`src/rtl/add_to_acap_pkg.sv`:
```
// Shared memory map, mailbox magic words and FSM state encoding for add_to_acap.
package add_to_acap_pkg;

  localparam logic [31:0] A_BASE     = 32'h0000_0000;
  localparam logic [31:0] B_BASE     = 32'h0000_0800;
  localparam logic [31:0] START_ADDR = 32'h0000_1004;
  localparam logic [31:0] DONE_ADDR  = 32'h0000_1789;
  localparam logic [31:0] RES_BASE   = 32'h0000_1800;

  localparam logic [31:0] START_MAGIC = 32'hDEAD_BEEF;
  localparam logic [31:0] DONE_MAGIC  = 32'hD01E_CAFE;

  typedef enum logic [2:0] {
    POLL  = 3'd0,
    CHECK = 3'd1,
    CLEAR = 3'd2,
    RD_A  = 3'd3,
    RD_B  = 3'd4,
    SUM   = 3'd5,
    WR    = 3'd6,
    DONE  = 3'd7
  } state_e;

endpackage

```
`src/rtl/add_to_acap_mod_add.sv`:
```
// Combinational modular add: (a + b) mod Q, both operands assumed already < Q.
module mod_add #(
  parameter int                DATA_W = 32,
  parameter logic [DATA_W-1:0] Q      = 32'd134215681
) (
  input  logic [DATA_W-1:0] a,
  input  logic [DATA_W-1:0] b,
  output logic [DATA_W-1:0] sum
);

  logic [DATA_W:0] s;
  logic [DATA_W:0] d;

  // One extra bit keeps the carry so s >= Q is exact even when a+b overflows DATA_W.
  always_comb begin
    s   = {1'b0, a} + {1'b0, b};
    d   = s - {1'b0, Q};
    sum = (s >= {1'b0, Q}) ? d[DATA_W-1:0] : s[DATA_W-1:0];
  end

endmodule

```
`src/rtl/add_to_acap.sv`:
```
// Mailbox-triggered BRAM engine: R[i] = (A[i] + B[i]) mod Q over 2N words, then posts a done word.
module add_to_acap
  import add_to_acap_pkg::*;
#(
  parameter int                RING_SIZE = 1024,
  parameter int                DATA_W    = 32,
  parameter logic [DATA_W-1:0] Q         = 32'd134215681
) (
  input  logic        clk,
  input  logic        resetn,
  input  logic [31:0] data_in,
  output logic [3:0]  write_enable_bram,
  output logic        port_enable,
  output logic [31:0] write_addr_interfacebram,
  output logic [31:0] data_out
);

  localparam int            IW   = $clog2(2 * RING_SIZE);
  localparam logic [IW-1:0] LAST = IW'(2 * RING_SIZE - 1);

  state_e            state;
  logic              active;
  logic [IW-1:0]     idx;
  logic [DATA_W-1:0] a_q;
  logic [DATA_W-1:0] r_q;
  logic [DATA_W-1:0] sum;

  mod_add #(.DATA_W(DATA_W), .Q(Q)) u_mod_add (
    .a   (a_q),
    .b   (data_in[DATA_W-1:0]),
    .sum (sum)
  );

  // 'active' holds the port quiet for the cycle after reset so the first access is the POLL read.
  always_ff @(posedge clk or negedge resetn) begin
    if (!resetn) begin
      state  <= POLL;
      active <= 1'b0;
      idx    <= '0;
      a_q    <= '0;
      r_q    <= '0;
    end else if (!active) begin
      active <= 1'b1;
    end else begin
      case (state)
        POLL:  state <= CHECK;
        CHECK: state <= (data_in == START_MAGIC) ? CLEAR : POLL;
        CLEAR: begin
          idx   <= '0;
          state <= RD_A;
        end
        RD_A:  state <= RD_B;
        RD_B: begin
          a_q   <= data_in[DATA_W-1:0];
          state <= SUM;
        end
        SUM: begin
          r_q   <= sum;
          state <= WR;
        end
        WR: begin
          if (idx == LAST) begin
            state <= DONE;
          end else begin
            idx   <= idx + 1'b1;
            state <= RD_A;
          end
        end
        DONE:    state <= POLL;
        default: state <= POLL;
      endcase
    end
  end

  always_comb begin
    write_enable_bram        = 4'b0000;
    port_enable              = 1'b0;
    write_addr_interfacebram = 32'h0;
    data_out                 = 32'h0;
    if (active) begin
      port_enable = 1'b1;
      case (state)
        POLL, CHECK: write_addr_interfacebram = START_ADDR;
        CLEAR: begin
          write_enable_bram        = 4'b1111;
          write_addr_interfacebram = START_ADDR;
        end
        RD_A:      write_addr_interfacebram = A_BASE + 32'(idx);
        RD_B, SUM: write_addr_interfacebram = B_BASE + 32'(idx);
        WR: begin
          write_enable_bram        = 4'b1111;
          write_addr_interfacebram = RES_BASE + 32'(idx);
          data_out                 = 32'(r_q);
        end
        DONE: begin
          write_enable_bram        = 4'b1111;
          write_addr_interfacebram = DONE_ADDR;
          data_out                 = DONE_MAGIC;
        end
        default: write_addr_interfacebram = START_ADDR;
      endcase
    end
  end

endmodule

```
`config.mk`:
```
export PLATFORM = sky130hd
export DESIGN_NAME = add_to_acap
export DESIGN_NICKNAME = d
export VERILOG_FILES = /design/src/rtl/add_to_acap_pkg.sv /design/src/rtl/add_to_acap_mod_add.sv /design/src/rtl/add_to_acap.sv
export SDC_FILE = /design/constraint.sdc
export NUM_CORES = 1
export LEC_CHECK = 0
export BUFFER_PORTS_ARGS = -buffer_cell sky130_fd_sc_hd__clkbuf_2
export CORE_UTILIZATION = 59
export CTS_CLUSTER_SIZE = 24
export DETAILED_ROUTE_END_ITERATION = 8
export PLACE_DENSITY = 0.91
export RECOVER_POWER = 25
export SLEW_MARGIN = 20
export SYNTH_ARGS = -nofsm -noshare
export SYNTH_HDL_FRONTEND = slang
export SYNTH_SLANG_ARGS = --single-unit
```
`constraint.sdc`:
```
create_clock -name clk -period 4.75 [get_ports clk]
set_clock_uncertainty 0.2 [all_clocks]
set_input_delay 0.95 -clock clk [delete_from_list [all_inputs] [get_ports clk]]
set_output_delay 0.95 -clock clk [all_outputs]
set_load 0.01 [all_outputs]
```
==> results.md <==
- The flow ran to the end, but the final reports show violations.
- The final reports fail on capacitance limit, slew limit.
- Data on the critical path arrives at its endpoint at ~4.5 ns.
- In the global route stage, overall resource usage came out at between 20 and 30%.
- The highest attainable clock frequency is 223 MHz.
- The via count of the first global-routing pass is approximately 5800.
- At the end of routability-driven placement, the weighted congestion stood at a little under 1.
- In this run the most critical hold path is launched from r_q[0]$_DFFE_PN0P_.
- The worst setup path is of the input pin to flop kind.
- For this block, the routed nets add up to around 17000 um of wire.
- The reg-to-reg endpoint is r_q[7]$_DFFE_PN0P_.
- Cell internal power was estimated by the tool at around 3.0 mW.
- In the routed design, unresolved DRC markers number 0.
- Counting cells, the worst reg-to-reg path comes to 15.
- During synthesis, Yosys emitted a total of 0 warnings.
- The gate count of the mapped netlist is 790.
- The most frequent standard cell in the layout excluding fill and tap cells is sky130_fd_sc_hd__nand2_1.
- The share of the clock period used by the worst path after layout is 94.6%.
- The number of max-cap violations is 1.
- The final setup violation count is 0.
- The signed area change from the synthesized netlist to the final layout is 14.3%.
- For this run, asynchronously set or reset flops after synthesis account for 100%.
- The power spent charging and discharging nets is around 2.7 mW.
- The number of standard-cell rows in the floorplan is 38.
- The initial antenna violation count came to 0.
- Entering global routing, the biggest net connects 80 pins.
- A synthesized cell averages about 8.5 sq um.
- The final hold violation count is 0.
- The final number of max-transition violations is 80.
- In this run the critical register-to-register path is launched from a_q[0]$_DFFE_PN0P_.
- The post-DP HPWL is ~13000 um.
- For this run, the number of standard cells in the final layout without fillers is between 1000 and 1500.
- The most critical setup path has its startpoint at data_in[0].
- Synthesis inferred slightly below 80 register bits.
- The remaining global-route overflow is 0.
- The worst setup path is launched from an input pin.
- The floorplan step defined a die boundary enclosing approximately 12000 sq um.
- The clock network fraction of total power is 11.9%.
- The path type of the worst min-delay path is flop to flop.
- The clock input transition at the sequential cells of the worst setup and hold paths is 0.07 ns.
- Yosys mapped the design onto 74 distinct sky130hd cell types.
- For this block, the via count after detailed routing is ~6200.
- For this design the static power due to leakage is approximately 3.4 nW.
- The worst relative slew slack is -30.1%.
- The clock root buffer is sky130_fd_sc_hd__clkbuf_16.
- The number of antenna diodes in the final layout is 0.
- Setup repair after global routing left no endpoint under its margin.
- After detailed routing, the average wire length per cell comes to ~16 um.
- After routing, the total negative slack on setup checks comes to 0 ns.
- Across all register-to-register paths, the minimum setup slack is 0.59 ns.
- CTS built an H-tree with a depth of 3.
- Dividing total power by cell area gives a power density of between 700 and 800 nW/um^2.
- Along the worst path, the maximum fanout reaches 10.
- Final hold analysis gives a worst-case slack of approximately 0.28 ns.
- The starting density of the core is approximately three fifths.
- Net switching is ~47% of the power.
- The die outline height is approximately 110 um.
- The first-pass GRT wire length is between 20000 and 30000 um.
- The cell area after synthesis is 6700 sq um.
- The post-place setup slack is -0.102 ns.
- The final worst setup slack is ~0.26 ns.
- The sequential element share of the synthesized area is about 29%.
- The detailed router finished its first iteration with 350 violations.
- The sort of element at the end of the critical path is a flop.
- At the pin with the least slew margin, the transition time is around 2 ns.
- Of the cells placed in the final design, the portion with a size suffix greater than 1 is 24.2%.
- Registers take slightly below 2000 sq um.
- Clock latency on the worst-skew pair, taken at its later pin, is ~0.35 ns.
- The multi-input combinational cells in the finished layout cover a total of about 4400 sq um.
- The number of buffers added on ports is a little over 80.
- In this run, CTS created clock tree buffers numbering 9.
- The area of the placeable core is 10900 sq um.
- The number of I/O pins is 103.
- In this run, synthesis inferred 0 flip-flops with an integrated enable.
- In the layout the commonest cells are sky130_fd_sc_hd__nand2_1, sky130_fd_sc_hd__clkbuf_2, sky130_fd_sc_hd__dfrtp_1.
- The post-route antenna net violation count is 0.
- The endpoint required time on the critical path is between 4 and 5 ns.
- The average vias per placed instance is 6.02.
- The sequential power share is approximately a fifth.
- The total placed cells including tap cells is approximately 1000.
- The clock period minus worst slack is between 4 and 5 ns.
- The number of inserted filler cells in the final layout is slightly below 900.
- The pre-antenna-repair detailed-routing pass consisted of 5 iterations.
- Across the VDD grid, the largest voltage drop is ~0.00037 V.
- The final-stage net count is 952.
- Measured along the x axis, the die boundary spans 109 um.
- CTS saw about 80 sinks.
- The destination of the critical timing path is r_q[7]$_DFFE_PN0P_.
- In this run, the combinational gates consume between 60% and 70% of the power.
- For this design, the CTS-stage hold fixing added 0 buffers.
- In the synthesized netlist the dominant register cell turns out to be sky130_fd_sc_hd__dfrtp_1.
- The clock passes through at most 2 buffers.
- TritonCTS built the clock tree.
[power by group through the flow]
stage                     Combinational (mW)  Sequential [mW]  Clock, mW
final                                   3.84             1.20      0.680
after global routing                    4.22             1.24      0.716
after floorplan                         2.76             1.11          0
after CTS                               3.79             1.20      0.687
after detailed placement                3.76             1.21          0
after global placement                  3.65             1.19          0
[synth_stat cells (5+ instances only)]
cell type | count | area share, %
sky130_fd_sc_hd__nor2_1 | 79 | 4.4
sky130_fd_sc_hd__or2_2 | 8 | 0.75
sky130_fd_sc_hd__a211oi_2 | 14 | 2.6
sky130_fd_sc_hd__and3_1 | 11 | 1.0
sky130_fd_sc_hd__nand2_1 | 89 | 5.0
sky130_fd_sc_hd__inv_1 | 17 | 0.95
sky130_fd_sc_hd__nor4_1 | 7 | 0.65
sky130_fd_sc_hd__o21a_1 | 7 | 0.78
sky130_fd_sc_hd__xor2_1 | 22 | 2.9
sky130_fd_sc_hd__clkbuf_1 | 31 | 1.7
sky130_fd_sc_hd__xnor2_1 | 44 | 5.7
sky130_fd_sc_hd__a211oi_1 | 8 | 0.90
sky130_fd_sc_hd__and2_1 | 19 | 1.8
sky130_fd_sc_hd__o21ai_0 | 30 | 2.2
sky130_fd_sc_hd__nand4b_1 | 5 | 0.65
sky130_fd_sc_hd__a21oi_1 | 42 | 3.1
sky130_fd_sc_hd__a31oi_1 | 7 | 0.65
sky130_fd_sc_hd__buf_4 | 24 | 2.7
sky130_fd_sc_hd__nand3_1 | 21 | 1.6
sky130_fd_sc_hd__o21bai_1 | 6 | 0.67
sky130_fd_sc_hd__o21ai_1 | 28 | 2.1
sky130_fd_sc_hd__nor3_1 | 7 | 0.52
sky130_fd_sc_hd__nand4_1 | 16 | 1.5
sky130_fd_sc_hd__a21o_1 | 13 | 1.5
sky130_fd_sc_hd__a21boi_0 | 8 | 0.90
sky130_fd_sc_hd__a211o_1 | 5 | 0.65
sky130_fd_sc_hd__mux2_2 | 33 | 5.5
sky130_fd_sc_hd__ha_1 | 35 | 6.5
sky130_fd_sc_hd__or3_1 | 5 | 0.47
sky130_fd_sc_hd__dfrtp_1 | 79 | 29
[per-layer routing]
layer,wire [um],global-route usage (%),up-vias
met5,0,0,-
met4,585,14.9,0
met3,1030,5.12,54
met2,7540,46.9,255
met1,7340,39.7,2900
li1,-,-,2972
[critical path, cell delays in order]
cell and delay (ns):
sky130_fd_sc_hd__clkbuf_2 0.10, sky130_fd_sc_hd__ha_1 0.24, sky130_fd_sc_hd__fa_1 0.41, sky130_fd_sc_hd__a21o_1 0.22, sky130_fd_sc_hd__a221oi_4 0.34, sky130_fd_sc_hd__buf_4 0.18
sky130_fd_sc_hd__xor2_1 0.20, sky130_fd_sc_hd__nand4_1 0.15, sky130_fd_sc_hd__nand2b_4 0.19, sky130_fd_sc_hd__or3_1 0.45, sky130_fd_sc_hd__nor2_2 0.21, sky130_fd_sc_hd__o211ai_4 0.16
sky130_fd_sc_hd__buf_12 0.19, sky130_fd_sc_hd__a211oi_1 0.27, sky130_fd_sc_hd__xor2_1 0.19, sky130_fd_sc_hd__o21ai_1 0.07
[stage by stage]
| stage | total power [mW] | utilization [%] | cell area, sq um |
|---|---|---|---|
| 2_1_floorplan | 3.87 | - | 6770 |
| 5_1_grt | 6.18 | 70.0 | 7660 |
| 3_5_place_dp | 4.97 | 67.3 | 7360 |
| 6_report | 5.72 | 70.0 | 7660 |
| 4_1_cts | 5.68 | 69.9 | 7650 |
| 3_3_place_gp | 4.84 | 67.3 | 7360 |
[registers in the layout (all words and copies together) (netlist names)]
name    cells
r_q        32
state       3
idx        11
a_q        32
active      1
[cell families (layout without fill, tap and decap cells)]
group | Yosys count | in the layout | synth area share [%]
AND/OR/NAND/NOR | 288 | 288 | 21.2
adder cells (fa/ha/maj) | 36 | 36 | 6.83
buffers and inverters | 78 | 157 | 5.99
flip-flops | 79 | 79 | 29.5
AO/OA/AOI/OAI | 204 | 204 | 21.6
XOR/XNOR | 66 | 66 | 8.62
other | 2 | 20 | 0.112
multiplexers | 37 | 37 | 6.14
[worst min path at each step]
stage,to,depth (start not counted)
after floorplan,r_q[0]$_DFFE_PN0P_,2
after global placement,r_q[12]$_DFFE_PN0P_,2
after detailed placement,r_q[27]$_DFFE_PN0P_,2
after CTS,r_q[27]$_DFFE_PN0P_,2
after global routing,r_q[21]$_DFFE_PN0P_,2
final,r_q[0]$_DFFE_PN0P_,2
[layout make-up]
type                       count  area share [%]
clock buffer                  10            3.12
inverter                      17           0.833
tap                          140            2.29
sequential                    79            25.8
multi-input combinational    651            57.5
timing repair buffer         124            9.77
clock inverter                 6           0.637
[timing repair]
action	4_1_cts	5_1_grt
setup buffers	0	0
setup endpoints to repair	0	1
gates resized for setup	0	2
(Power assumes the default switching activity.)
